**config.mk**
```make
export PLATFORM = sky130hd
export DESIGN_NAME = valid_array_controller
export DESIGN_NICKNAME = d
export VERILOG_FILES = /design/src/rtl/valid_array_ctrl_pkg.sv /design/src/rtl/find_first_zero_onehot.sv /design/src/rtl/valid_array_controller.sv
export SDC_FILE = /design/constraint.sdc
export NUM_CORES = 1
export LEC_CHECK = 0
export ABC_AREA = 1
export CORE_UTILIZATION = 39
export DETAILED_ROUTE_END_ITERATION = 6
export PLACE_DENSITY_LB_ADDON = 0.15
export REMOVE_ABC_BUFFERS = 1
export SLEW_MARGIN = 20
export SYNTH_ARGS = -nofsm -noshare
export SYNTH_HDL_FRONTEND = slang
export SYNTH_HIERARCHICAL = 1
export SYNTH_SLANG_ARGS = --single-unit
```
**constraint.sdc**
```tcl
create_clock -name clk_in -period 1.8 [get_ports clk_in]
set_input_delay 0.18 -clock clk_in [delete_from_list [all_inputs] [get_ports clk_in]]
set_output_delay 0.18 -clock clk_in [all_outputs]
set_load 0.05 [all_outputs]
```
**src/rtl/valid_array_ctrl_pkg.sv**
```systemverilog
// Shared types for the valid-bit array controller: flush walker states and issued-operation codes.
package valid_array_ctrl_pkg;

  typedef enum logic [1:0] {
    StIdle,
    StFlush,
    StDone
  } flush_state_e;

  typedef enum logic [2:0] {
    OpNone,
    OpLookup,
    OpFill,
    OpInval,
    OpFlush
  } array_op_e;

endpackage

```
**src/rtl/find_first_zero_onehot.sv**
```systemverilog
// One-hot of the lowest-index zero bit in vec, plus a flag when vec has no zero bit.
module find_first_zero_onehot #(
  parameter int unsigned WIDTH = 16
) (
  input  logic [WIDTH-1:0] vec,
  output logic [WIDTH-1:0] onehot,
  output logic             all_ones
);

  // Adding one ripples through the trailing ones and sets exactly the lowest zero.
  assign onehot   = ~vec & (vec + WIDTH'(1));
  assign all_ones = &vec;

endmodule

```
**src/rtl/valid_array_controller.sv**
```systemverilog
// Arbiter/sequencer in front of a per-set, per-way valid-bit array.
// Optional flush walker is built only when VALID_ARRAY_CTRL_FLUSH_EN is defined.
module valid_array_controller
  import valid_array_ctrl_pkg::*;
#(
  parameter int unsigned NUMBER_SET            = 64,
  parameter int unsigned NUMBER_WAY            = 16,
  parameter int unsigned SET_PTR_WIDTH_IN_BITS = $clog2(NUMBER_SET)
) (
  input  logic                             clk_in,
  input  logic                             reset_in,
  input  logic                             lookup_valid_in,
  output logic                             lookup_ready_out,
  input  logic [SET_PTR_WIDTH_IN_BITS-1:0] lookup_set_in,
  output logic                             lookup_done_out,
  output logic [NUMBER_WAY-1:0]            lookup_valid_vec_out,
  output logic [NUMBER_WAY-1:0]            lookup_victim_way_out,
  input  logic                             fill_valid_in,
  output logic                             fill_ready_out,
  input  logic [SET_PTR_WIDTH_IN_BITS-1:0] fill_set_in,
  input  logic [NUMBER_WAY-1:0]            fill_way_in,
  input  logic                             inval_valid_in,
  output logic                             inval_ready_out,
  input  logic [SET_PTR_WIDTH_IN_BITS-1:0] inval_set_in,
  input  logic [NUMBER_WAY-1:0]            inval_way_in,
  input  logic                             flush_req_in,
  output logic                             flush_busy_out,
  output logic                             flush_done_out,
  output logic                             array_access_en_out,
  output logic                             array_write_en_out,
  output logic [SET_PTR_WIDTH_IN_BITS-1:0] array_set_addr_out,
  output logic [NUMBER_WAY-1:0]            array_way_mask_out,
  output logic [NUMBER_WAY-1:0]            array_write_data_out,
  input  logic [NUMBER_WAY-1:0]            array_read_valid_in
);

  localparam int unsigned RrWidth = (NUMBER_WAY > 1) ? $clog2(NUMBER_WAY) : 1;

  logic                             flush_active;
  logic                             flush_blocking;
  logic [SET_PTR_WIDTH_IN_BITS-1:0] flush_set;

`ifdef VALID_ARRAY_CTRL_FLUSH_EN
  flush_state_e                     state_q;
  logic [SET_PTR_WIDTH_IN_BITS-1:0] flush_cnt_q;

  always_ff @(posedge clk_in) begin
    if (reset_in) begin
      state_q     <= StIdle;
      flush_cnt_q <= '0;
    end else begin
      unique case (state_q)
        StIdle: begin
          if (flush_req_in) begin
            state_q     <= StFlush;
            flush_cnt_q <= '0;
          end
        end
        StFlush: begin
          // Terminal compare, not wrap, so non-power-of-two set counts work.
          if (flush_cnt_q == SET_PTR_WIDTH_IN_BITS'(NUMBER_SET - 1)) begin
            state_q <= StDone;
          end else begin
            flush_cnt_q <= flush_cnt_q + 1'b1;
          end
        end
        StDone:  state_q <= StIdle;
        default: state_q <= StIdle;
      endcase
    end
  end

  assign flush_active   = (state_q == StFlush);
  assign flush_blocking = ((state_q == StIdle) && flush_req_in) || flush_active;
  assign flush_set      = flush_cnt_q;
  assign flush_busy_out = flush_active;
  assign flush_done_out = (state_q == StDone);
`else
  logic unused_flush_req;
  assign unused_flush_req = flush_req_in;
  assign flush_active     = 1'b0;
  assign flush_blocking   = 1'b0;
  assign flush_set        = '0;
  assign flush_busy_out   = 1'b0;
  assign flush_done_out   = 1'b0;
`endif

  assign inval_ready_out  = !flush_blocking;
  assign fill_ready_out   = !flush_blocking && !inval_valid_in;
  assign lookup_ready_out = !flush_blocking && !inval_valid_in && !fill_valid_in;

  array_op_e op;

  always_comb begin
    op = OpNone;
    if (flush_active) begin
      op = OpFlush;
    end else if (!flush_blocking) begin
      if (inval_valid_in)       op = OpInval;
      else if (fill_valid_in)   op = OpFill;
      else if (lookup_valid_in) op = OpLookup;
    end
  end

  always_comb begin
    array_access_en_out  = 1'b0;
    array_write_en_out   = 1'b0;
    array_set_addr_out   = '0;
    array_way_mask_out   = '0;
    array_write_data_out = '0;
    unique case (op)
      OpLookup: begin
        array_access_en_out = 1'b1;
        array_set_addr_out  = lookup_set_in;
        array_way_mask_out  = '1;
      end
      OpFill: begin
        array_access_en_out  = 1'b1;
        array_write_en_out   = 1'b1;
        array_set_addr_out   = fill_set_in;
        array_way_mask_out   = fill_way_in;
        array_write_data_out = '1;
      end
      OpInval: begin
        array_access_en_out = 1'b1;
        array_write_en_out  = 1'b1;
        array_set_addr_out  = inval_set_in;
        array_way_mask_out  = inval_way_in;
      end
      OpFlush: begin
        array_access_en_out = 1'b1;
        array_write_en_out  = 1'b1;
        array_set_addr_out  = flush_set;
        array_way_mask_out  = '1;
      end
      default: ;
    endcase
  end

  logic [NUMBER_WAY-1:0] first_zero;
  logic                  set_full;
  logic [NUMBER_WAY-1:0] victim_now;

  find_first_zero_onehot #(
    .WIDTH (NUMBER_WAY)
  ) u_victim_ffz (
    .vec      (array_read_valid_in),
    .onehot   (first_zero),
    .all_ones (set_full)
  );

  logic [RrWidth-1:0]    rr_q;
  logic                  done_q;
  logic [NUMBER_WAY-1:0] vec_q;
  logic [NUMBER_WAY-1:0] victim_q;

  assign victim_now = set_full ? (NUMBER_WAY'(1) << rr_q) : first_zero;

  always_ff @(posedge clk_in) begin
    if (reset_in) begin
      rr_q     <= '0;
      done_q   <= 1'b0;
      vec_q    <= '0;
      victim_q <= '0;
    end else begin
      done_q <= (op == OpLookup);
      if (op == OpFill) begin
        rr_q <= (rr_q == RrWidth'(NUMBER_WAY - 1)) ? '0 : rr_q + 1'b1;
      end
      if (done_q) begin
        vec_q    <= array_read_valid_in;
        victim_q <= victim_now;
      end
    end
  end

  // Array read data arrives in the response cycle; hold it afterwards.
  assign lookup_done_out       = done_q;
  assign lookup_valid_vec_out  = done_q ? array_read_valid_in : vec_q;
  assign lookup_victim_way_out = done_q ? victim_now : victim_q;

endmodule

```
==> results.sh <==
export IMPL_dp_cells=663
export IMPL_hold_viol=0
export IMPL_worstReg2RegStart="rr_q[0]$_SDFFE_PP0N_"
export IMPL_p_per_area_mw_per_mm2=565
export IMPL_chipHeight_um=84.1
export IMPL_hold_buffers=0
export IMPL_synth_warnings=6
export IMPL_antenna_cells=0
export IMPL_finalCritPeriodShare_pct=95.7
export IMPL_pre_cts_ws_ns=-0.479
export IMPL_crit_buf_inv=2
export IMPL_syn_to_final_growth_pct=86.2
export IMPL_n_fill_cell=482
export IMPL_tns_ns=0
export IMPL_clockBufferDepth=2
export IMPL_r2r_end="victim_q[7]$_SDFF_PP0_"
export IMPL_root_buffer="clkbuf_8"
export IMPL_crit_fanout=6
export IMPL_reg2regPathDepth=7
export IMPL_dr_total_vias=3227
export IMPL_clkLatencyLatePin_ns=0.29
export IMPL_core_mm2=0.00642
export IMPL_path_class="reg -> out"
export IMPL_reg2reg_slack_ns=0.52
export IMPL_grt_pass1_wl_um=14300
export IMPL_slew_viol_final=0
export IMPL_synth_seq_cells=37
export IMPL_violations="DRC"
export IMPL_p_leak_nw=2.42
export IMPL_synthDistinctLibCells=25
export IMPL_cp_top_family="flip-flops"
export IMPL_fin_cells=675
export IMPL_htreeDepth=2
export IMPL_grt_use_total_pct=24.8
export IMPL_rows=29
export IMPL_setup_ws_ns=0.0774
export IMPL_avgSynthCellArea_um2=5.99
export IMPL_slowest_delay_ns=0.38
export IMPL_wire_per_inst_um=13.1
export IMPL_hold_end="vec_q[1]$_SDFF_PP0_"
export IMPL_port_buffers=145
export IMPL_finalClockSkew_ns=0.00476
export IMPL_critPathLaunchType="register"
export IMPL_register_area_um2=748
export IMPL_routabilityCongestion=0.889
export IMPL_rsz0062_at_grt="yes"
export IMPL_routed_wl_um=8820
export IMPL_cts_sinks=37
export IMPL_min_from="array_read_valid_in[1]"
export IMPL_hold_depth=4
export IMPL_die_x_um=84.1
export IMPL_final_min_clock_period_ns=1.72
export IMPL_hpwl_um=7050
export IMPL_postLayoutCoreUtil_pct=76.2
export IMPL_start_util_pct=40.9
export IMPL_via_per_inst=4.78
export IMPL_drv_cap=0
export IMPL_status="finished with violations"
export IMPL_tritoncts="done"
export IMPL_crit_top_cell="ha_2"
export IMPL_crit_arrival_ns=1.54
export IMPL_antenna_left=0
export IMPL_multiInputGateArea_mm2=0.00158
export IMPL_synth_seq_area_share_pct=28.2
export IMPL_die_area_mm2=0.00707
export IMPL_io_pins=150
export IMPL_drtIter0Drc=116
export IMPL_overflow=0
export IMPL_vdd_ir_drop_max_mv=0.284
export IMPL_clock_fmax_ghz=0.581
export IMPL_cp_required_ns=1.62
export IMPL_cts_buffers=5
export IMPL_grt_pass1_vias=3248
export IMPL_min_delay_path_class="in -> reg"
export IMPL_setup_viol=0
export IMPL_syn_inst=439
export IMPL_post_route_drc_count=12
export IMPL_cp_slowest_cell="dfxtp_4"
export IMPL_antenna_found_initial=0
export IMPL_dr_pass1_iters=6
export IMPL_finalPower_w=0.00277
export IMPL_syn_area_mm2=0.00263
export IMPL_grt_max_degree=36
export IMPL_path_cells="ha_2 -> ha_2 -> nand3_1 -> nand3_2 -> o21ai_2 -> inv_1 -> buf_6"
export IMPL_fin_nets=675
export IMPL_critPathCaptureType="output pin"
export IMPL_layout_drive_gt1_share_pct=33.3
export IMPL_path_clk_slew_ns=0.08
-- cell families (layout without fill, tap and decap cells) --
logic type | count (synthesis) | count (layout) | synth area share, %
adders and majority gates | 6 | 6 | 2.86
other | 2 | 3 | 0.286
DFF | 37 | 37 | 28.2
buffers and inverters | 82 | 240 | 16.0
and+or+nand+nor | 277 | 277 | 45.5
AOI/OAI and AO/OA | 35 | 35 | 7.14
-- worst reg2reg max path: cells and delay by family (launching register included) --
kind,cells,cell delay [ns]
AND/OR/NAND/NOR,4,0.33
buffers and inverters,1,0.13
adder cells (fa/ha/maj),2,0.38
flip-flops,1,0.38
-- Yosys cell counts, drive strengths merged --
cell type,n,area [µm²]
nand2,164,621
nor2,64,267
inv,45,171
nand3,40,255
dfxtp,37,741
buf,30,221
a21oi,27,135
clkbuf,7,27.5
ha,6,75.1
o21bai,5,37.5
nand4,4,25.0
o21ai,3,15.0
or2,3,18.8
conb,2,7.51
nor3,2,10.0
-- routing by layer --
layer	wire, µm	vias to the layer above	global-route usage, %
li1	-	1640	-
met1	3110	1441	24.2
met2	4650	129	47.5
met3	893	17	9.20
met4	171	0	8.46
met5	0	-	0
-- how the worst max path moves through the flow --
stage          depth (start not counted)  slack [ns]                    from                   endpoint
2_1_floorplan                          5       -2.25          inval_valid_in      array_set_addr_out[0]
3_3_place_gp                          13       -0.41  array_read_valid_in[0]   lookup_victim_way_out[9]
3_5_place_dp                          12       -0.48  array_read_valid_in[0]   lookup_victim_way_out[0]
4_1_cts                                7       0.007    rr_q[0]$_SDFFE_PP0N_  lookup_victim_way_out[11]
5_1_grt                                7      -0.002    rr_q[0]$_SDFFE_PP0N_  lookup_victim_way_out[15]
6_report                               7        0.08    rr_q[0]$_SDFFE_PP0N_  lookup_victim_way_out[15]
-- repair_timing --
action,4_1_cts,5_1_grt
gates resized for setup,48,48
gates cloned,0,0
buffers inserted,3,1
pin swaps,10,8
setup endpoints to repair,16,17
-- layout make-up --
cell class	count	area share, %
clock buffers	7	1.97
clock inverters	1	0.102
inverters	45	3.61
multi-input cells	321	32.3
flip-flops and latches	37	15.3
well taps	77	1.97
repair buffers	187	44.8
-- cells in the final DEF (no fill, tap or decap), types with 3 or more instances in the layout --
master           instances
nand2_1                153
buf_4                   58
clkdlybuf4s50_1         54
nor2_1                  53
buf_12                  52
dfxtp_1                 35
inv_1                   31
a21oi_1                 27
nand3_1                 26
nand3_2                 14
inv_2                   12
clkbuf_2                12
nand2_2                 10
clkbuf_8                 7
buf_6                    7
nor2_4                   6
o21bai_1                 4
nor2_2                   4
nand4_1                  4
ha_2                     4
dlygate4sd2_1            4
or2_2                    3
conb_1                   3
-- flip-flops by register name (all words and copies together) (netlist names) --
name / count
rr_q: 4
victim_q: 16
lookup_done_out: 1
vec_q: 16
-- per-stage QoR --
stage	area, µm²	hold slack [ns]
2_1_floorplan	2380	0.249
3_3_place_gp	4680	0.456
3_5_place_dp	4680	0.460
4_1_cts	4870	0.453
5_1_grt	4890	0.310
6_report	4890	0.297
-- report_power, final --
| group | switching (W) | total (W) | internal, W |
|---|---|---|---|
| clock | 0.000301 | 0.000647 | 0.000346 |
| combinational | 0.000693 | 0.00127 | 0.000575 |
| sequential | 0.0000117 | 0.000852 | 0.000840 |
| total | 0.00100 | 0.00277 | 0.00176 |
Power figures use the tool's default switching activity.
